[config.mk]
export PLATFORM = sky130hd
export DESIGN_NAME = ht_task_dispatcher_flat
export DESIGN_NICKNAME = d
export VERILOG_FILES = /design/src/rtl/ht_task_dispatcher_pkg.sv /design/src/rtl/ht_task_dispatcher_if.sv /design/src/rtl/ht_dispatch_credit.sv /design/src/rtl/ht_task_dispatcher.sv /design/src/flat_wrapper.sv
export SDC_FILE = /design/constraint.sdc
export NUM_CORES = 1
export LEC_CHECK = 0
export ABC_CLOCK_PERIOD_IN_PS = 6200
export BUFFER_PORTS_ARGS = -buffer_cell sky130_fd_sc_hd__buf_2
export CAP_MARGIN = 20
export CORE_ASPECT_RATIO = 1.1
export CORE_MARGIN = 4
export CORE_UTILIZATION = 49
export DETAILED_ROUTE_END_ITERATION = 10
export HOLD_SLACK_MARGIN = 0.15
export PLACE_DENSITY = 0.85
export SLEW_MARGIN = 20
export SYNTH_ARGS = -nofsm -noshare
export SYNTH_HDL_FRONTEND = slang
export SYNTH_HIERARCHICAL = 1
export SYNTH_SLANG_ARGS = --single-unit
export TNS_END_PERCENT = 1
[constraint.sdc]
create_clock -name clk_i -period 6.2 [get_ports clk_i]
set_input_delay 0.31 -clock clk_i [delete_from_list [all_inputs] [get_ports clk_i]]
set_output_delay 0.31 -clock clk_i [all_outputs]
set_load 0.01 [all_outputs]
[src/rtl/ht_task_dispatcher_pkg.sv]
// Shared hash-table definitions: dispatcher FSM states and engine opcodes.
// The opcode value doubles as the index of the engine that serves it.
package hash_table;

    typedef enum logic [1:0] {
        DSP_IDLE,
        DSP_RUN,
        DSP_DRAIN
    } ht_dispatch_state_t;

    localparam int OP_INIT   = 0;
    localparam int OP_SEARCH = 1;
    localparam int OP_INSERT = 2;
    localparam int OP_DELETE = 3;

endpackage

[src/rtl/ht_task_dispatcher_if.sv]
// Task stream and engine bank signals seen by the dispatcher.
// master drives tasks and engine feedback; slave is the dispatcher itself.
interface ht_task_dispatcher_if #(
    parameter int DATA_WIDTH   = 64,
    parameter int OP_WIDTH     = 2,
    parameter int ENG_CNT      = 4,
    parameter int MAX_INFLIGHT = 8
);
    localparam int CNT_WIDTH = $clog2(MAX_INFLIGHT + 1);
    localparam int EW        = $clog2(ENG_CNT);

    logic [DATA_WIDTH-1:0] task_i;
    logic [OP_WIDTH-1:0]   task_op_i;
    logic                  task_valid_i;
    logic                  task_ready_o;
    logic [DATA_WIDTH-1:0] eng_task_o;
    logic [ENG_CNT-1:0]    eng_valid_o;
    logic [ENG_CNT-1:0]    eng_ready_i;
    logic [ENG_CNT-1:0]    eng_done_i;
    logic [EW-1:0]         owner_o;
    logic [CNT_WIDTH-1:0]  inflight_o;
    logic                  busy_o;
    logic                  bad_op_o;
    logic                  proto_err_o;

    modport master (
        output task_i, task_op_i, task_valid_i, eng_ready_i, eng_done_i,
        input  task_ready_o, eng_task_o, eng_valid_o, owner_o, inflight_o,
               busy_o, bad_op_o, proto_err_o
    );

    modport slave (
        input  task_i, task_op_i, task_valid_i, eng_ready_i, eng_done_i,
        output task_ready_o, eng_task_o, eng_valid_o, owner_o, inflight_o,
               busy_o, bad_op_o, proto_err_o
    );

endinterface

[src/rtl/ht_dispatch_credit.sv]
// In-flight task accounting for the owning engine, credit check and
// detection of done pulses that do not belong to an outstanding task.
module ht_dispatch_credit
    import hash_table::*;
#(
    parameter  int MAX_INFLIGHT = 8,
    parameter  int ENG_CNT      = 4,
    localparam int CNT_WIDTH    = $clog2(MAX_INFLIGHT + 1),
    localparam int EW           = $clog2(ENG_CNT)
) (
    input  logic                 clk_i,
    input  logic                 rst_i,
    input  logic [EW-1:0]        owner,
    input  logic                 accept,
    input  logic [ENG_CNT-1:0]   done,
    output logic [CNT_WIDTH-1:0] inflight,
    output logic [CNT_WIDTH-1:0] inflight_next,
    output logic                 credit_ok,
    output logic                 proto_err
);

    logic [ENG_CNT-1:0] owner_mask;
    logic               owner_done;
    logic               retire;
    logic               spurious;

    assign owner_mask = ENG_CNT'(1) << owner;
    assign owner_done = |(done & owner_mask);
    assign retire     = owner_done && (inflight != '0);
    assign spurious   = (|(done & ~owner_mask)) || (owner_done && (inflight == '0));

    // Credit uses the registered count, so a same-cycle done never frees a slot early
    assign credit_ok     = inflight < CNT_WIDTH'(MAX_INFLIGHT);
    assign inflight_next = inflight + CNT_WIDTH'(accept) - CNT_WIDTH'(retire);

    always_ff @(posedge clk_i or posedge rst_i) begin
        if (rst_i) begin
            inflight  <= '0;
            proto_err <= 1'b0;
        end else begin
            inflight  <= inflight_next;
            proto_err <= spurious;
        end
    end

endmodule

[src/rtl/ht_task_dispatcher.sv]
// Routes an in-order task stream to the engine selected by its opcode through
// a single registered slot, switching owner only once all its tasks complete.
module ht_task_dispatcher
    import hash_table::*;
#(
    parameter  int DATA_WIDTH   = 64,
    parameter  int OP_WIDTH     = 2,
    parameter  int ENG_CNT      = 4,
    parameter  int MAX_INFLIGHT = 8,
    localparam int CNT_WIDTH    = $clog2(MAX_INFLIGHT + 1),
    localparam int EW           = $clog2(ENG_CNT)
) (
    input  logic              clk_i,
    input  logic              rst_i,
    ht_task_dispatcher_if.slave bus
);

    ht_dispatch_state_t    state, state_next;
    logic                  slot_full;
    logic [EW-1:0]         owner;
    logic [DATA_WIDTH-1:0] eng_task;
    logic                  bad_op;
    logic [ENG_CNT-1:0]    owner_mask;
    logic                  head_is_owner, head_foreign, op_in_range;
    logic                  slot_fire, slot_free, task_ready;
    logic                  take, take_good, take_bad;
    logic [CNT_WIDTH-1:0]  inflight, inflight_next;
    logic                  credit_ok, proto_err;

    assign owner_mask    = ENG_CNT'(1) << owner;
    assign head_is_owner = bus.task_op_i == OP_WIDTH'(owner);
    assign head_foreign  = bus.task_valid_i && !head_is_owner;
    assign op_in_range   = 32'(bus.task_op_i) < 32'(ENG_CNT);

    assign slot_fire  = slot_full && (|(bus.eng_ready_i & owner_mask));
    assign slot_free  = !slot_full || slot_fire;
    // Only an idle dispatcher may take a foreign opcode; that is the zero-bubble switch
    assign task_ready = slot_free && credit_ok && (head_is_owner || (state == DSP_IDLE));
    assign take       = bus.task_valid_i && task_ready;
    assign take_good  = take && op_in_range;
    assign take_bad   = take && !op_in_range;

    ht_dispatch_credit #(
        .MAX_INFLIGHT (MAX_INFLIGHT),
        .ENG_CNT      (ENG_CNT)
    ) u_credit (
        .clk_i         (clk_i),
        .rst_i         (rst_i),
        .owner         (owner),
        .accept        (take_good),
        .done          (bus.eng_done_i),
        .inflight      (inflight),
        .inflight_next (inflight_next),
        .credit_ok     (credit_ok),
        .proto_err     (proto_err)
    );

    always_comb begin
        state_next = state;
        unique case (state)
            DSP_IDLE: begin
                if (take_good) state_next = DSP_RUN;
            end
            DSP_RUN: begin
                if (inflight_next == '0) state_next = DSP_IDLE;
                else if (head_foreign)   state_next = DSP_DRAIN;
            end
            DSP_DRAIN: begin
                if (inflight_next == '0) state_next = DSP_IDLE;
                else if (!head_foreign)  state_next = DSP_RUN;
            end
            default: state_next = DSP_IDLE;
        endcase
    end

    // Bad opcodes are consumed without touching slot, owner or count
    always_ff @(posedge clk_i or posedge rst_i) begin
        if (rst_i) begin
            state     <= DSP_IDLE;
            slot_full <= 1'b0;
            owner     <= '0;
            eng_task  <= '0;
            bad_op    <= 1'b0;
        end else begin
            state  <= state_next;
            bad_op <= take_bad;
            if (take_good) begin
                slot_full <= 1'b1;
                eng_task  <= bus.task_i;
                owner     <= bus.task_op_i[EW-1:0];
            end else if (slot_fire) begin
                slot_full <= 1'b0;
            end
        end
    end

    assign bus.task_ready_o = task_ready;
    assign bus.eng_task_o   = eng_task;
    assign bus.eng_valid_o  = slot_full ? owner_mask : '0;
    assign bus.owner_o      = owner;
    assign bus.inflight_o   = inflight;
    assign bus.busy_o       = inflight != '0;
    assign bus.bad_op_o     = bad_op;
    assign bus.proto_err_o  = proto_err;

endmodule
[src/flat_wrapper.sv]
// flat-port wrapper written by rule: the top's interface ports become plain ports
module ht_task_dispatcher_flat import hash_table::*;
#(
    parameter  int DATA_WIDTH   = 64,
    parameter  int OP_WIDTH     = 2,
    parameter  int ENG_CNT      = 4,
    parameter  int MAX_INFLIGHT = 8,
    localparam int CNT_WIDTH    = $clog2(MAX_INFLIGHT + 1),
    localparam int EW           = $clog2(ENG_CNT)
)
  (clk_i, rst_i, bus_task_i, bus_task_op_i, bus_task_valid_i, bus_eng_ready_i, bus_eng_done_i, bus_task_ready_o, bus_eng_task_o, bus_eng_valid_o, bus_owner_o, bus_inflight_o, bus_busy_o, bus_bad_op_o, bus_proto_err_o);
  ht_task_dispatcher_if #(.DATA_WIDTH(DATA_WIDTH), .OP_WIDTH(OP_WIDTH), .ENG_CNT(ENG_CNT), .MAX_INFLIGHT(MAX_INFLIGHT)) bus_i ();
  input  logic clk_i;
  input  logic rst_i;
  input wire logic [$bits(bus_i.task_i)-1:0] bus_task_i;
  input wire logic [$bits(bus_i.task_op_i)-1:0] bus_task_op_i;
  input wire logic [$bits(bus_i.task_valid_i)-1:0] bus_task_valid_i;
  input wire logic [$bits(bus_i.eng_ready_i)-1:0] bus_eng_ready_i;
  input wire logic [$bits(bus_i.eng_done_i)-1:0] bus_eng_done_i;
  output wire logic [$bits(bus_i.task_ready_o)-1:0] bus_task_ready_o;
  output wire logic [$bits(bus_i.eng_task_o)-1:0] bus_eng_task_o;
  output wire logic [$bits(bus_i.eng_valid_o)-1:0] bus_eng_valid_o;
  output wire logic [$bits(bus_i.owner_o)-1:0] bus_owner_o;
  output wire logic [$bits(bus_i.inflight_o)-1:0] bus_inflight_o;
  output wire logic [$bits(bus_i.busy_o)-1:0] bus_busy_o;
  output wire logic [$bits(bus_i.bad_op_o)-1:0] bus_bad_op_o;
  output wire logic [$bits(bus_i.proto_err_o)-1:0] bus_proto_err_o;
  assign bus_i.task_i = bus_task_i;
  assign bus_i.task_op_i = bus_task_op_i;
  assign bus_i.task_valid_i = bus_task_valid_i;
  assign bus_i.eng_ready_i = bus_eng_ready_i;
  assign bus_i.eng_done_i = bus_eng_done_i;
  assign bus_task_ready_o = bus_i.task_ready_o;
  assign bus_eng_task_o = bus_i.eng_task_o;
  assign bus_eng_valid_o = bus_i.eng_valid_o;
  assign bus_owner_o = bus_i.owner_o;
  assign bus_inflight_o = bus_i.inflight_o;
  assign bus_busy_o = bus_i.busy_o;
  assign bus_bad_op_o = bus_i.bad_op_o;
  assign bus_proto_err_o = bus_i.proto_err_o;
  ht_task_dispatcher #(.DATA_WIDTH(DATA_WIDTH), .OP_WIDTH(OP_WIDTH), .ENG_CNT(ENG_CNT), .MAX_INFLIGHT(MAX_INFLIGHT)) u_core (.clk_i(clk_i), .rst_i(rst_i), .bus(bus_i));
endmodule
### Word-level counts from Yosys, hierarchy flattened

Cells that the tools add are included.

* logic and storage cells: 50
* flip-flop bits (word level): 74

* equality and inequality tests: 6
* bitwise gates (word level): 4
* reductions and logical operators: 21
* magnitude comparators: 1
* multiplexer cells: 9
* shift-type cells: 1
* $add $sub $neg: 2

Operators by type and width (number)
* 4-bit AND: 3
* 4-bit OR reduction: 3
* 2-bit two-way mux: 5
* 4-bit zero test: 2
* 1-bit logical AND: 7
* 2-bit case mux with 3 select lines: 1
* 4-bit by 1-bit adder with 4-bit output: 1
* 4-bit less-than comparator (second input constant): 1
* 4-bit two-way mux: 1
* 4-bit NOT: 1
* 4-bit nonzero test: 1
* 1-bit by 2-bit << shifter with 4-bit output (first input constant): 1
* 4-bit by 1-bit subtractor with 4-bit output: 1
* 1-bit logical OR: 3
* 3-bit by 1-bit != test with 1-bit output (second input constant): 1
* 3-bit != test (second input constant): 1
* 3-bit AND reduction: 1
* 2-bit by 1-bit equality test with 1-bit output (second input constant): 1
* 2-bit equality test: 1
* 2-bit equality test (second input constant): 1
* 1-bit zero test: 2
* 2-bit zero test: 1
* 1-bit two-way mux: 2
* 2-bit != test (second input constant): 1
* 2-bit nonzero test: 1

### Longest topological paths before layout

Gate-level depths: netlist (run 1).

* depth after elaboration: 13
* mapped depth: 14
* depth with buffers taken out: 13

### By module

Netlist (run 1), hierarchy kept.

Modules (own cells, without submodules)
* ht_task_dispatcher: cells an instance 173, times used 1, sequential area each 1726.7 um^2, area an instance 2755.1 um^2
* ht_dispatch_credit: cells an instance 35, times used 1, sequential area each 125.1 um^2, area an instance 354.1 um^2

### Least setup slack after synthesis (run 1)

No wires, ideal clock.

* path type: flip-flop to flip-flop
* from: reg u_core.owner[1], in the netlist u_core/bus.owner_o[1]
* to: reg u_core.state[0]
* arrival: 3.067 ns
* stages on the path, launching flop included: 15
* setup time: 0.119 ns
* path slack: 3.014 ns
* required time: 6.081 ns
* cells stage by stage: dfrtp_1 > buf_6 > mux2_2 > o22a_1 > and4_4 > buf_6 > buf_6 > buf_6 > ha_1 > inv_1 > fa_1 > inv_1 > or4_1 > o211ai_1 > a21bo_2

* word-level cells in the longest chain between the ends: 13

RTL lines
* start: declaration: RTL line ht_task_dispatcher.sv:20 `logic [EW-1:0] owner;`
* start signal: assignment: RTL line ht_task_dispatcher.sv:90 `owner <= bus.task_op_i[EW-1:0];`
* 1-bit by 2-bit << shifter with 4-bit output: RTL line ht_task_dispatcher.sv:30 `assign owner_mask = ENG_CNT'(1) << owner;`
* 4-bit AND: RTL line ht_task_dispatcher.sv:35 `assign slot_fire = slot_full && (|(bus.eng_ready_i & owner_mask));`
* 4-bit OR reduction: RTL line ht_task_dispatcher.sv:35
* 1-bit logical AND: RTL line ht_task_dispatcher.sv:35
* 1-bit logical OR: RTL line ht_task_dispatcher.sv:36 `assign slot_free = !slot_full || slot_fire;`
* 1-bit logical AND: RTL line ht_task_dispatcher.sv:38 `assign task_ready = slot_free && credit_ok && (head_is_owner || (state == DSP_IDLE));`
* 1-bit logical AND (*): RTL line ht_task_dispatcher.sv:38
* 1-bit logical AND (*): RTL line ht_task_dispatcher.sv:39 `assign take = bus.task_valid_i && task_ready;`
* named net u_core.take: RTL line ht_task_dispatcher.sv:26 `logic take, take_good, take_bad;`
* 4-bit by 1-bit adder with 4-bit output (*): RTL line ht_dispatch_credit.sv:34 `assign inflight_next = inflight + CNT_WIDTH'(accept) - CNT_WIDTH'(retire);`
* 4-bit by 1-bit subtractor with 4-bit output (*): RTL line ht_dispatch_credit.sv:34
* named net u_core.inflight_next[1]: RTL line ht_task_dispatcher.sv:27 `logic [CNT_WIDTH-1:0] inflight, inflight_next;`
* 4-bit zero test (*): RTL line ht_task_dispatcher.sv:65, ht_task_dispatcher.sv:69
* 3-bit != test (no source line), or another cell as far along
* 3-bit AND reduction (no source line) / 2-bit case mux with 3 select lines (equally long branches)
* end signal: assignment: RTL line ht_task_dispatcher.sv:85 `state <= state_next;`
* end: declaration: RTL line ht_task_dispatcher.sv:18 `ht_dispatch_state_t state, state_next;`

The timed path passes the listed nets; every way through them passes the cells marked *.
A chain may end at the register's enable or synchronous reset.

### Worst setup path after layout (run 1)

* from: reg u_core.owner[1], in the netlist u_core/bus.owner_o[1]
* to: reg u_core.state[0]

* word-level cells in the longest chain between the ends: 13

RTL lines (RTL line)
* 1-bit by 2-bit << shifter with 4-bit output: ht_dispatch_credit.sv:27, ht_task_dispatcher.sv:30
* 4-bit AND: ht_task_dispatcher.sv:35
* 4-bit OR reduction: ht_task_dispatcher.sv:35
* 1-bit logical AND: ht_task_dispatcher.sv:35
* 1-bit logical OR: ht_task_dispatcher.sv:36
* 1-bit logical AND (2 in a row): ht_task_dispatcher.sv:38
* 1-bit logical AND: ht_task_dispatcher.sv:39
* 4-bit by 1-bit adder with 4-bit output: ht_dispatch_credit.sv:34
* 4-bit by 1-bit subtractor with 4-bit output (*): ht_dispatch_credit.sv:34
* named net u_core.inflight_next[1]: ht_task_dispatcher.sv:27
* 4-bit zero test (*): ht_task_dispatcher.sv:65, ht_task_dispatcher.sv:69
* 3-bit != test (no source line), or another cell as far along
* 3-bit AND reduction (no source line) / 2-bit case mux with 3 select lines (equally long branches)

Marks and branches as above.

==> results.cfg, run 1 <==
[place]
globalplace.congestion = 0.767
place.port_buffers = 153
place_hpwl_um = 5000
post_dp_cell_area_um2 = 3910

[setup_path]
start_kind = flip-flop
crit_type = flip-flop to flip-flop
timing.critical_path.to_type = flip-flop
cp.arrival_ns = 4.00
worstPathMaxFanout = 69
worst-endpoint-required_ns = 6.42

[floorplan]
initial_standard_cell_utilization_of_the_core_pct = 50.5
core_area_um2 = 6160
floorplan.rows = 30
ioPinCount = 155
die_y_um = 91.5
fp.dieW_um = 84.0
floorplan.die_area_um2 = 7690

[timing]
report.final.setup_viol = 0
hold_ws_ns = 0.203
fmaxAchievable_mhz = 265
final.setup_skew_ns = 0.0104
finalCritPeriodShare_pct = 61.0
worst_slew_margin_rel_pct = 37.3
final-hold-violation-count = 0
tightestPinTransition_ns = 0.940
timing.final.max_slew_violations = 0
tns_ns = 0
rsz0062_at_grt = no
final.min_clock_period_ns = 3.78

[logic_synthesis]
synth-seq-cells = 74
synth.net_count = 291
yosys.cell_types.count = 31
async_reset_ff_share_pct = 100
synth_top_cells_by_area = sky130_fd_sc_hd__dfrtp_1 60%, sky130_fd_sc_hd__mux2_2 22%, sky130_fd_sc_hd__mux2_4 3.9%, sky130_fd_sc_hd__ha_1 2.0%, sky130_fd_sc_hd__buf_6 1.4%
syn_avg_cell_area_um2 = 14.9
yosysSeqAreaShare_pct = 59.6
yosys.area.top_type = sky130_fd_sc_hd__dfrtp_1
synth_cells = 208
synthesis.yosys.warnings = 6
postSynth.topFlopCell = sky130_fd_sc_hd__dfrtp_1
synth_edf_count = 0
synth_top_area_share_pct = 59.6
mappedNetlistArea_um2 = 3110

[final_layout]
n_antenna_cell = 0
area_growth_pct = 33.2
fin_nets = 447
finish.instance_area_um2 = 4140
drive_above_1_share_pct = 65.3

[route]
totalWireLength_um = 6720
vias = 2194
routedWlPerCell_um = 15.0
detailedRoute.firstIterationViolations = 102
post_drt_via_cell_ratio = 4.89
detail_route.first_pass.iterations = 4
ant_nets = 0
route.detailed.drc = 0

[pwr]
p_total_w = 0.00232
power.static_leakage_nw = 2.10
power-per-cell-area_nw_per_um2 = 560
power.ir.vdd_worst_v = 0.000253

[clocking]
cts_buffer_depth = 2
worst_skew_pair_later_pin_latency_ns = 0.33
cts_sinks = 74
htree_num_levels = 3
cts-buffers-inserted = 9
tritoncts_clock_tree = built
clock-root-buffer = sky130_fd_sc_hd__clkbuf_8
worst_setup_hold_path_clk_slew_ns = 0.08

[global_routing]
pin_count_of_the_biggest_net_entering_global_routing = 70
grt_antenna_before_repair = 0
first_global_vias = 2409
grt_first_pass_wirelength_um = 11300
groute.usage.overall_pct = 18.4
grt.overflow.total = 0

[hold_path]
min_path_type = input port to flip-flop

[run]
drv_cap = 0

[run_status]
outcome = finished clean
[logic make-up after synthesis]
| family | share of synthesized area [%] |
|---|---|
| muxes | 26.6 |
| other | 0.121 |
| AOI/OAI and AO/OA | 2.21 |
| and+or+nand+nor | 3.86 |
| buffers and inverters | 3.82 |
| xor gates and xnor gates | 1.13 |
| adders and majority gates | 2.66 |
| DFF | 59.6 |
[cell usage after synthesis (2+ instances only)]
master and instances:
sky130_fd_sc_hd__nand2b_1 2, sky130_fd_sc_hd__dfrtp_1 74, sky130_fd_sc_hd__and3_1 2, sky130_fd_sc_hd__buf_6 4, sky130_fd_sc_hd__ha_1 5, sky130_fd_sc_hd__xor2_1 3, sky130_fd_sc_hd__o21ai_0 3, sky130_fd_sc_hd__buf_2 5
sky130_fd_sc_hd__or4_1 2, sky130_fd_sc_hd__mux2_2 60, sky130_fd_sc_hd__nor2b_1 4, sky130_fd_sc_hd__mux2_4 8, sky130_fd_sc_hd__inv_1 11, sky130_fd_sc_hd__nor2_1 8
[what timing repair did]
item | 4_1_cts | 5_1_grt
hold buffers | 1 | 0
buffers inserted | 0 | 0
endpoints found under the setup margin | 0 | 0
hold endpoints to repair | 5 | 0
gates resized for setup | 0 | 0
[final cells by class]
cell class / count / area (um^2)
clock buffers: 11 / 141
clock inverters: 5 / 85.1
fillers: 478 / 2010
inverters: 11 / 41.3
multi-input cells: 113 / 1140
flip-flops and latches: 74 / 1850
well taps: 80 / 100
repair buffers: 155 / 783
[report_power, final]
group	leakage [nW]	internal [W]	switching, W
Clock	0.111	0.000241	0.000174
Sequential	0.874	0.000734	0.000139
Combinational	1.11	0.000548	0.000482
Total	2.10	0.00152	0.000795
[sequential cells by signal, indices dropped and copies added (netlist names)]
name / cells
u_core/u_credit/inflight: 4
u_core/state: 2
u_core/u_credit/proto_err: 1
u_core/bus.eng_task_o: 64
u_core/slot_full: 1
u_core/bus.owner_o: 2
[cell usage in the layout, fill, tap and decap left out, types with 4 or more instances in the layout]
cell	n
sky130_fd_sc_hd__buf_2	153
sky130_fd_sc_hd__clkbuf_8	10
sky130_fd_sc_hd__dfrtp_1	74
sky130_fd_sc_hd__ha_1	5
sky130_fd_sc_hd__inv_1	10
sky130_fd_sc_hd__mux2_2	60
sky130_fd_sc_hd__mux2_4	8
sky130_fd_sc_hd__nor2_1	8
sky130_fd_sc_hd__nor2b_1	4
[per-stage QoR]
| step | instances | setup WS, ns | utilization [%] |
|---|---|---|---|
| floorplan | 208 | 3.01 | - |
| global placement | 432 | 2.59 | 63.4 |
| detailed placement | 432 | 2.45 | 63.4 |
| CTS | 449 | 2.41 | 67.3 |
| global route | 449 | 2.21 | 67.3 |
| finish | 449 | 2.42 | 67.3 |
[per-layer routing]
metal	vias up	GRT usage [%]	share of wire (%)
li1	1031	-	-
met1	1062	21.7	37
met2	83	31.4	54
met3	18	4.17	6.1
met4	0	9.38	2.9
met5	-	0	0
[worst paths after layout]
check	startpoint	endpoint	slack, ns	depth (start not counted)
worst min-delay path	bus_task_i[53]	u_core/bus.eng_task_o[53]	0.20	2
worst min register to register	u_core/bus.eng_task_o[20]	u_core/bus.eng_task_o[20]	0.50	1
min in group asynchronous	rst_i	u_core/u_credit/proto_err	0.42	3
worst max register to register	u_core/bus.owner_o[1]	u_core/state[0]	2.42	10
max in group asynchronous	rst_i	u_core/state[0]	4.85	4
worst max-delay path	u_core/bus.owner_o[1]	u_core/state[0]	2.42	10
[worst max-delay path, cell delays in order, from the launching register on]
cell                       delay [ns]
sky130_fd_sc_hd__dfrtp_1         0.52
sky130_fd_sc_hd__xor2_1          0.23
sky130_fd_sc_hd__o22ai_1         0.21
sky130_fd_sc_hd__and4_4          0.90
sky130_fd_sc_hd__ha_1            0.30
sky130_fd_sc_hd__inv_1           0.06
sky130_fd_sc_hd__fa_1            0.48
sky130_fd_sc_hd__inv_1           0.06
sky130_fd_sc_hd__or4_1           0.57
sky130_fd_sc_hd__o211ai_1        0.10
sky130_fd_sc_hd__a21bo_2         0.23
Power figures use the tool's default switching activity.
==> run 2, diff against run 1 <==
- ABC_AREA: not set -> 1
- ABC_CLOCK_PERIOD_IN_PS: 6200 -> 3500
- CORE_UTILIZATION: 49 -> 46
- PLACE_DENSITY: 0.85 -> 0.8
- clock period: 6.2 -> 3.5 ns (I/O delays scaled with it)
==> results.cfg, run 2 <==
[floorplan]
ioPinCount = 155
floorplan.rows = 31
initial_standard_cell_utilization_of_the_core_pct = 47.9
floorplan.die_area_um2 = 8300
die_y_um = 95.2
fp.dieW_um = 87.3
core_area_um2 = 6630

[logic_synthesis]
synth_edf_count = 0
postSynth.topFlopCell = sky130_fd_sc_hd__dfrtp_1
synth.net_count = 465
synth_cells = 382
async_reset_ff_share_pct = 100
synthesis.yosys.warnings = 6
mappedNetlistArea_um2 = 3180
combinational_family_with_the_most_area_after_synthesis = simple AND/OR/NAND/NOR gates
yosys.cell_types.count = 22
synth_adder_area_share_pct = 2.60
syn_avg_cell_area_um2 = 8.32
synth_mux_area_share_pct = 0
synthSimpleGateAreaFrac_pct = 30.6
post_synth_xor_area_fraction_pct = 0.551
synth-seq-cells = 74
yosys.area.top_type = sky130_fd_sc_hd__dfrtp_1
synth-compound-area-share_pct = 1.65
synth_top_cells_by_area = sky130_fd_sc_hd__dfrtp_1 58%, sky130_fd_sc_hd__nand2_1 26%, sky130_fd_sc_hd__inv_1 2.2%, sky130_fd_sc_hd__buf_6 2.1%, sky130_fd_sc_hd__ha_1 2.0%
ys_top_cells_by_count = 222 x sky130_fd_sc_hd__nand2_1, 74 x sky130_fd_sc_hd__dfrtp_1, 19 x sky130_fd_sc_hd__inv_1
synth_top_area_share_pct = 58.3
library_cell_with_the_highest_instance_count_after_synthesis = sky130_fd_sc_hd__nand2_1
yosysSeqAreaShare_pct = 58.3

[route]
ant_nets = 0
detail_route.first_pass.iterations = 4
post_drt_via_cell_ratio = 4.77
routedWlPerCell_um = 13.9
totalWireLength_um = 9600
detailedRoute.firstIterationViolations = 137
vias = 3300
route.detailed.drc = 0

[setup_path]
cp.arrival_ns = 3.06
start_kind = flip-flop
critical_path.slowest_cell = sky130_fd_sc_hd__dfrtp_1
crit-reg2reg-launch = u_core/bus.owner_o[0]
timing.critical_path.mode_cell = sky130_fd_sc_hd__nor2_1
timing.critical_path.slowest_cell_delay_ns = 0.58
worst-endpoint-required_ns = 3.72
crit_start = u_core/bus.owner_o[0]
worstPathMaxFanout = 13
timing.critical_path.to_type = flip-flop
worstPathCellList = inv_2, nand3_1, nand2_1, nor2_1, nor2_1, ha_1, inv_1, ha_1, inv_1, fa_1, xnor2_1, nor2_1, nand2_1, nand2_1, nor2_1, nand3_1, nand2_1, nor2_1
crit_type = flip-flop to flip-flop

[global_routing]
grt_antenna_before_repair = 0
first_global_vias = 3399
grt.overflow.total = 0
grt_first_pass_wirelength_um = 15800
groute.usage.overall_pct = 24.3
pin_count_of_the_biggest_net_entering_global_routing = 71

[clocking]
htree_num_levels = 3
worst_setup_hold_path_clk_slew_ns = 0.08
clock-root-buffer = sky130_fd_sc_hd__clkbuf_8
tritoncts_clock_tree = built
worst_skew_pair_later_pin_latency_ns = 0.34
cts_buffer_depth = 2
cts-buffers-inserted = 9
cts_sinks = 74

[place]
place.port_buffers = 153
place_hpwl_um = 5600
globalplace.congestion = 0.887
pre_cts_ws_ns = 0.707

[final_layout]
n_antenna_cell = 0
fin_nets = 688
drive_above_1_share_pct = 29.2
largest_register_ff_count = 64
area_growth_pct = 54.1
layout_commonest_cell = sky130_fd_sc_hd__nand2_1
layout_common_cells = 222 x sky130_fd_sc_hd__nand2_1, 153 x sky130_fd_sc_hd__buf_2, 74 x sky130_fd_sc_hd__dfrtp_1

[run_status]
outcome = finished clean

[timing]
tns_ns = 0
report.final.setup_viol = 0
timing.final.max_slew_violations = 0
final-hold-violation-count = 0
finalCritPeriodShare_pct = 81.0
final_critical_path_setup_slack_ns = 0.666
fmaxAchievable_mhz = 353
tightestPinTransition_ns = 0.933
final.setup_skew_ns = 0.0132
rsz0062_at_grt = no
worst_slew_margin_rel_pct = 37.7
final.min_clock_period_ns = 2.83

[run]
drv_cap = 0

[hold_path]
timing.hold.worst.start = bus_eng_done_i[0]
min_path_type = input port to flip-flop

[pwr]
power.static_leakage_nw = 2.84
power-per-cell-area_nw_per_um2 = 848
power.ir.vdd_worst_v = 0.000604
[run 2: kinds of logic after synthesis]
logic type	after synthesis
buffers and inverters	39
adders and majority gates	6
xor gates and xnor gates	2
AOI/OAI and AO/OA	10
other	1
DFF	74
and+or+nand+nor	250
[run 2: final timing paths]
| path | endpoint | slack (ns) | cells past startpoint |
|---|---|---|---|
| min in group asynchronous | u_core/u_credit/proto_err | 0.31 | 3 |
| min | u_core/u_credit/proto_err | 0.26 | 5 |
| min reg2reg | u_core/bus.eng_task_o[30] | 0.47 | 2 |
| max reg2reg | u_core/state[0] | 0.67 | 18 |
| max | u_core/state[0] | 0.67 | 18 |
| max in group asynchronous | u_core/bus.eng_task_o[53] | 2.01 | 4 |
[run 2: area by class of cell]
| class | count | area (um^2) |
|---|---|---|
| Sequential cell | 74 | 1850 |
| Fill cell | 483 | 1730 |
| Timing Repair Buffer | 227 | 1500 |
| Multi-Input combinational cell | 269 | 1140 |
| Clock buffer | 11 | 141 |
| Tap cell | 82 | 103 |
| Inverter | 24 | 90.1 |
| Clock inverter | 5 | 77.6 |
[run 2: power breakdown]
part	internal, W	switching [W]
Clock	0.000419	0.000310
Sequential	0.00127	0.000258
Combinational	0.000753	0.00115
[run 2: per-stage QoR]
stage          cell area [um^2]  total power (W)  std cells  hold WS [ns]  util, %
2_1_floorplan              3180          0.00266        382       -0.0465        -
3_3_place_gp               3970          0.00325        605        0.0942     59.8
3_5_place_dp               3970          0.00333        605        0.0976     59.8
4_1_cts                    4900          0.00414        692         0.214     73.9
5_1_grt                    4900          0.00449        692         0.255     73.9
6_report                   4900          0.00415        692         0.259     73.9
[run 2: routing by layer]
| metal | up-vias | global-route usage [%] | wire length, um |
|---|---|---|---|
| met4 | 0 | 8.70 | 225 |
| li1 | 1597 | - | - |
| met3 | 22 | 5.88 | 650 |
| met1 | 1541 | 28.7 | 3650 |
| met2 | 140 | 43.0 | 5070 |
| met5 | - | 0 | 0 |
[run 2: worst max-delay path: cells and delay by family (launching register included)]
kind	cells	cell delay (ns)
XOR/XNOR	1	0.19
adder cells (fa/ha/maj)	3	0.79
buffers and inverters	3	0.21
flip-flops	1	0.58
AND/OR/NAND/NOR	11	0.94
[run 2: timing repair]
action,CTS,global route
gates resized for setup,0,0
endpoints found under the hold margin,117,0
hold buffers,71,0
setup buffers,0,0
==> run 3, diff against run 2 <==
- ABC_AREA: 1 -> 0
- ABC_CLOCK_PERIOD_IN_PS: 3500 -> 2400
- CORE_UTILIZATION: 46 -> 41
- PLACE_DENSITY: 0.8 -> 0.76
- clock period: 3.5 -> 2.4 ns (I/O delays scaled with it)
==> results.cfg, run 3 (synthesis gave the netlist of run 1 again) <==
[run_status]
outcome = finished with violations
violations_in_the_final_reports = setup timing

[clocking]
worst_setup_hold_path_clk_slew_ns = 0.08
clock-root-buffer = sky130_fd_sc_hd__clkbuf_8
cts-buffers-inserted = 9
worst_skew_pair_later_pin_latency_ns = 0.33
tritoncts_clock_tree = built
cts_buffer_depth = 2
htree_num_levels = 3
cts_sinks = 74

[timing]
hold_ws_ns = 0.228
final.min_clock_period_ns = 3.00
fmaxAchievable_mhz = 334
rsz0062_at_grt = yes
timing.final.max_slew_violations = 0
report.final.setup_viol = 2
worst_slew_margin_rel_pct = 50.7
final.setup_skew_ns = 0.0127
final_critical_path_setup_slack_ns = -0.597
tns_ns = -1.02
tightestPinTransition_ns = 0.739
finalCritPeriodShare_pct = 125
final-hold-violation-count = 0

[pwr]
power-per-cell-area_nw_per_um2 = 1260
power.static_leakage_nw = 2.47
net-switching-power_w = 0.00214
power.share.clock_pct = 16.1
seq_power_share_pct = 35.3
sw_ratio_pct = 34.0
power.ir.vdd_worst_v = 0.000759
p_total_w = 0.00630
intPower_w = 0.00416
combinational_cell_fraction_of_total_power_pct = 48.6

[final_layout]
layout_commonest_cell = sky130_fd_sc_hd__buf_2
drive_above_1_share_pct = 58.5
area_growth_pct = 60.5
final.fill_count = 531
regArea_um2 = 1850
largest_register_ff_count = 64
layout_common_cells = 153 x sky130_fd_sc_hd__buf_2, 72 x sky130_fd_sc_hd__dfrtp_1, 68 x sky130_fd_sc_hd__dlygate4sd3_1
fin_nets = 534
multi_input_comb_area_um2 = 1160
n_antenna_cell = 0

[place]
globalplace.congestion = 0.702
place.port_buffers = 153
pre_cts_ws_ns = -0.640
place_hpwl_um = 5280

[global_routing]
pin_count_of_the_biggest_net_entering_global_routing = 69
groute.usage.overall_pct = 17.8
grt_antenna_before_repair = 0
grt.overflow.total = 0
first_global_vias = 2818
grt_first_pass_wirelength_um = 13000

[setup_path]
worstPathMaxFanout = 2
critical_path.slowest_cell = sky130_fd_sc_hd__mux4_2
start_kind = flip-flop
timing.critical_path.to_type = flip-flop
crit_type = flip-flop to flip-flop
timing.critical_path.mode_cell = sky130_fd_sc_hd__inv_2
timing.critical_path.slowest_cell_delay_ns = 0.51
cp_num_buf_inv = 3
cp.arrival_ns = 3.21
path_delay_family = adder cells
worst-endpoint-required_ns = 2.61
worstPathCellList = mux4_2, nor2b_1, ha_1, inv_2, ha_4, inv_2, fa_1, inv_1, or4_4, o211ai_1, a21bo_2

[floorplan]
fp.dieW_um = 91.0
ioPinCount = 155
initial_standard_cell_utilization_of_the_core_pct = 41.8
floorplan.rows = 33
die_y_um = 99.3
floorplan.die_area_um2 = 9040
core_area_um2 = 7430

[hold_path]
min_path_type = input port to flip-flop

[route]
routedWlPerCell_um = 14.9
detail_route.first_pass.iterations = 3
route.detailed.drc = 0
detailedRoute.firstIterationViolations = 62
post_drt_via_cell_ratio = 4.66
vias = 2527
ant_nets = 0
totalWireLength_um = 8080

[run]
drv_cap = 0
-- run 3: path summary, 6_finish.rpt --
check,startpoint,end,slack (ns),cells past startpoint
setup / recovery,u_core/bus.owner_o[0],u_core/state[0],-0.60,11
hold / removal,bus_eng_done_i[1],u_core/u_credit/proto_err,0.23,5
setup reg to reg,u_core/bus.owner_o[0],u_core/state[0],-0.60,11
hold reg to reg,u_core/bus.eng_task_o[38],u_core/bus.eng_task_o[38],0.51,1
max in group asynchronous,rst_i,u_core/bus.eng_task_o[9],1.27,4
min in group asynchronous,rst_i,u_core/u_credit/proto_err,0.25,3
-- run 3: worst register-to-register path, stage by stage, from the launching register on --
cell                       delay [ns]
sky130_fd_sc_hd__dfrtp_2         0.37
sky130_fd_sc_hd__mux4_2          0.51
sky130_fd_sc_hd__nor2b_1         0.15
sky130_fd_sc_hd__ha_1            0.27
sky130_fd_sc_hd__inv_2           0.07
sky130_fd_sc_hd__ha_4            0.12
sky130_fd_sc_hd__inv_2           0.03
sky130_fd_sc_hd__fa_1            0.48
sky130_fd_sc_hd__inv_1           0.05
sky130_fd_sc_hd__or4_4           0.51
sky130_fd_sc_hd__o211ai_1        0.09
sky130_fd_sc_hd__a21bo_2         0.24
-- run 3: layer usage --
metal	wire length, um	global-route usage (%)
met3	452	3.63
met4	126	6.38
met1	3050	19.2
met2	4450	34.1
met5	0	0
-- run 3: power groups by stage --
stage	clock (W)	combinational [W]	sequential [W]
detailed placement	0	0.00295	0.00225
global route	0.00108	0.00333	0.00230
global placement	0	0.00287	0.00220
finish	0.00101	0.00306	0.00223
CTS	0.00105	0.00308	0.00223
floorplan	0	0.00151	0.00255
-- run 3: stage by stage --
step / cells / cell area [um^2] / utilization, %
2_1_floorplan: 208 / 3130 / -
3_3_place_gp: 459 / 4100 / 55.1
3_5_place_dp: 459 / 4100 / 55.1
4_1_cts: 542 / 4990 / 67.2
5_1_grt: 542 / 4990 / 67.2
6_report: 542 / 4990 / 67.2
-- run 3: area by class of cell --
class	instances	share of cell area, %
Tap cell	87	2.18
Multi-Input combinational cell	113	23.2
Timing Repair Buffer	242	32.5
Sequential cell	74	37.2
Clock inverter	5	1.60
Inverter	11	0.827
Clock buffer	10	2.56
-- run 3: repair_timing --
item	CTS	global route
pin swaps	3	1
hold endpoints to repair	105	0
buffers inserted	0	0
hold buffers	68	0
endpoints found under the setup margin	61	2
resized for setup	3	0
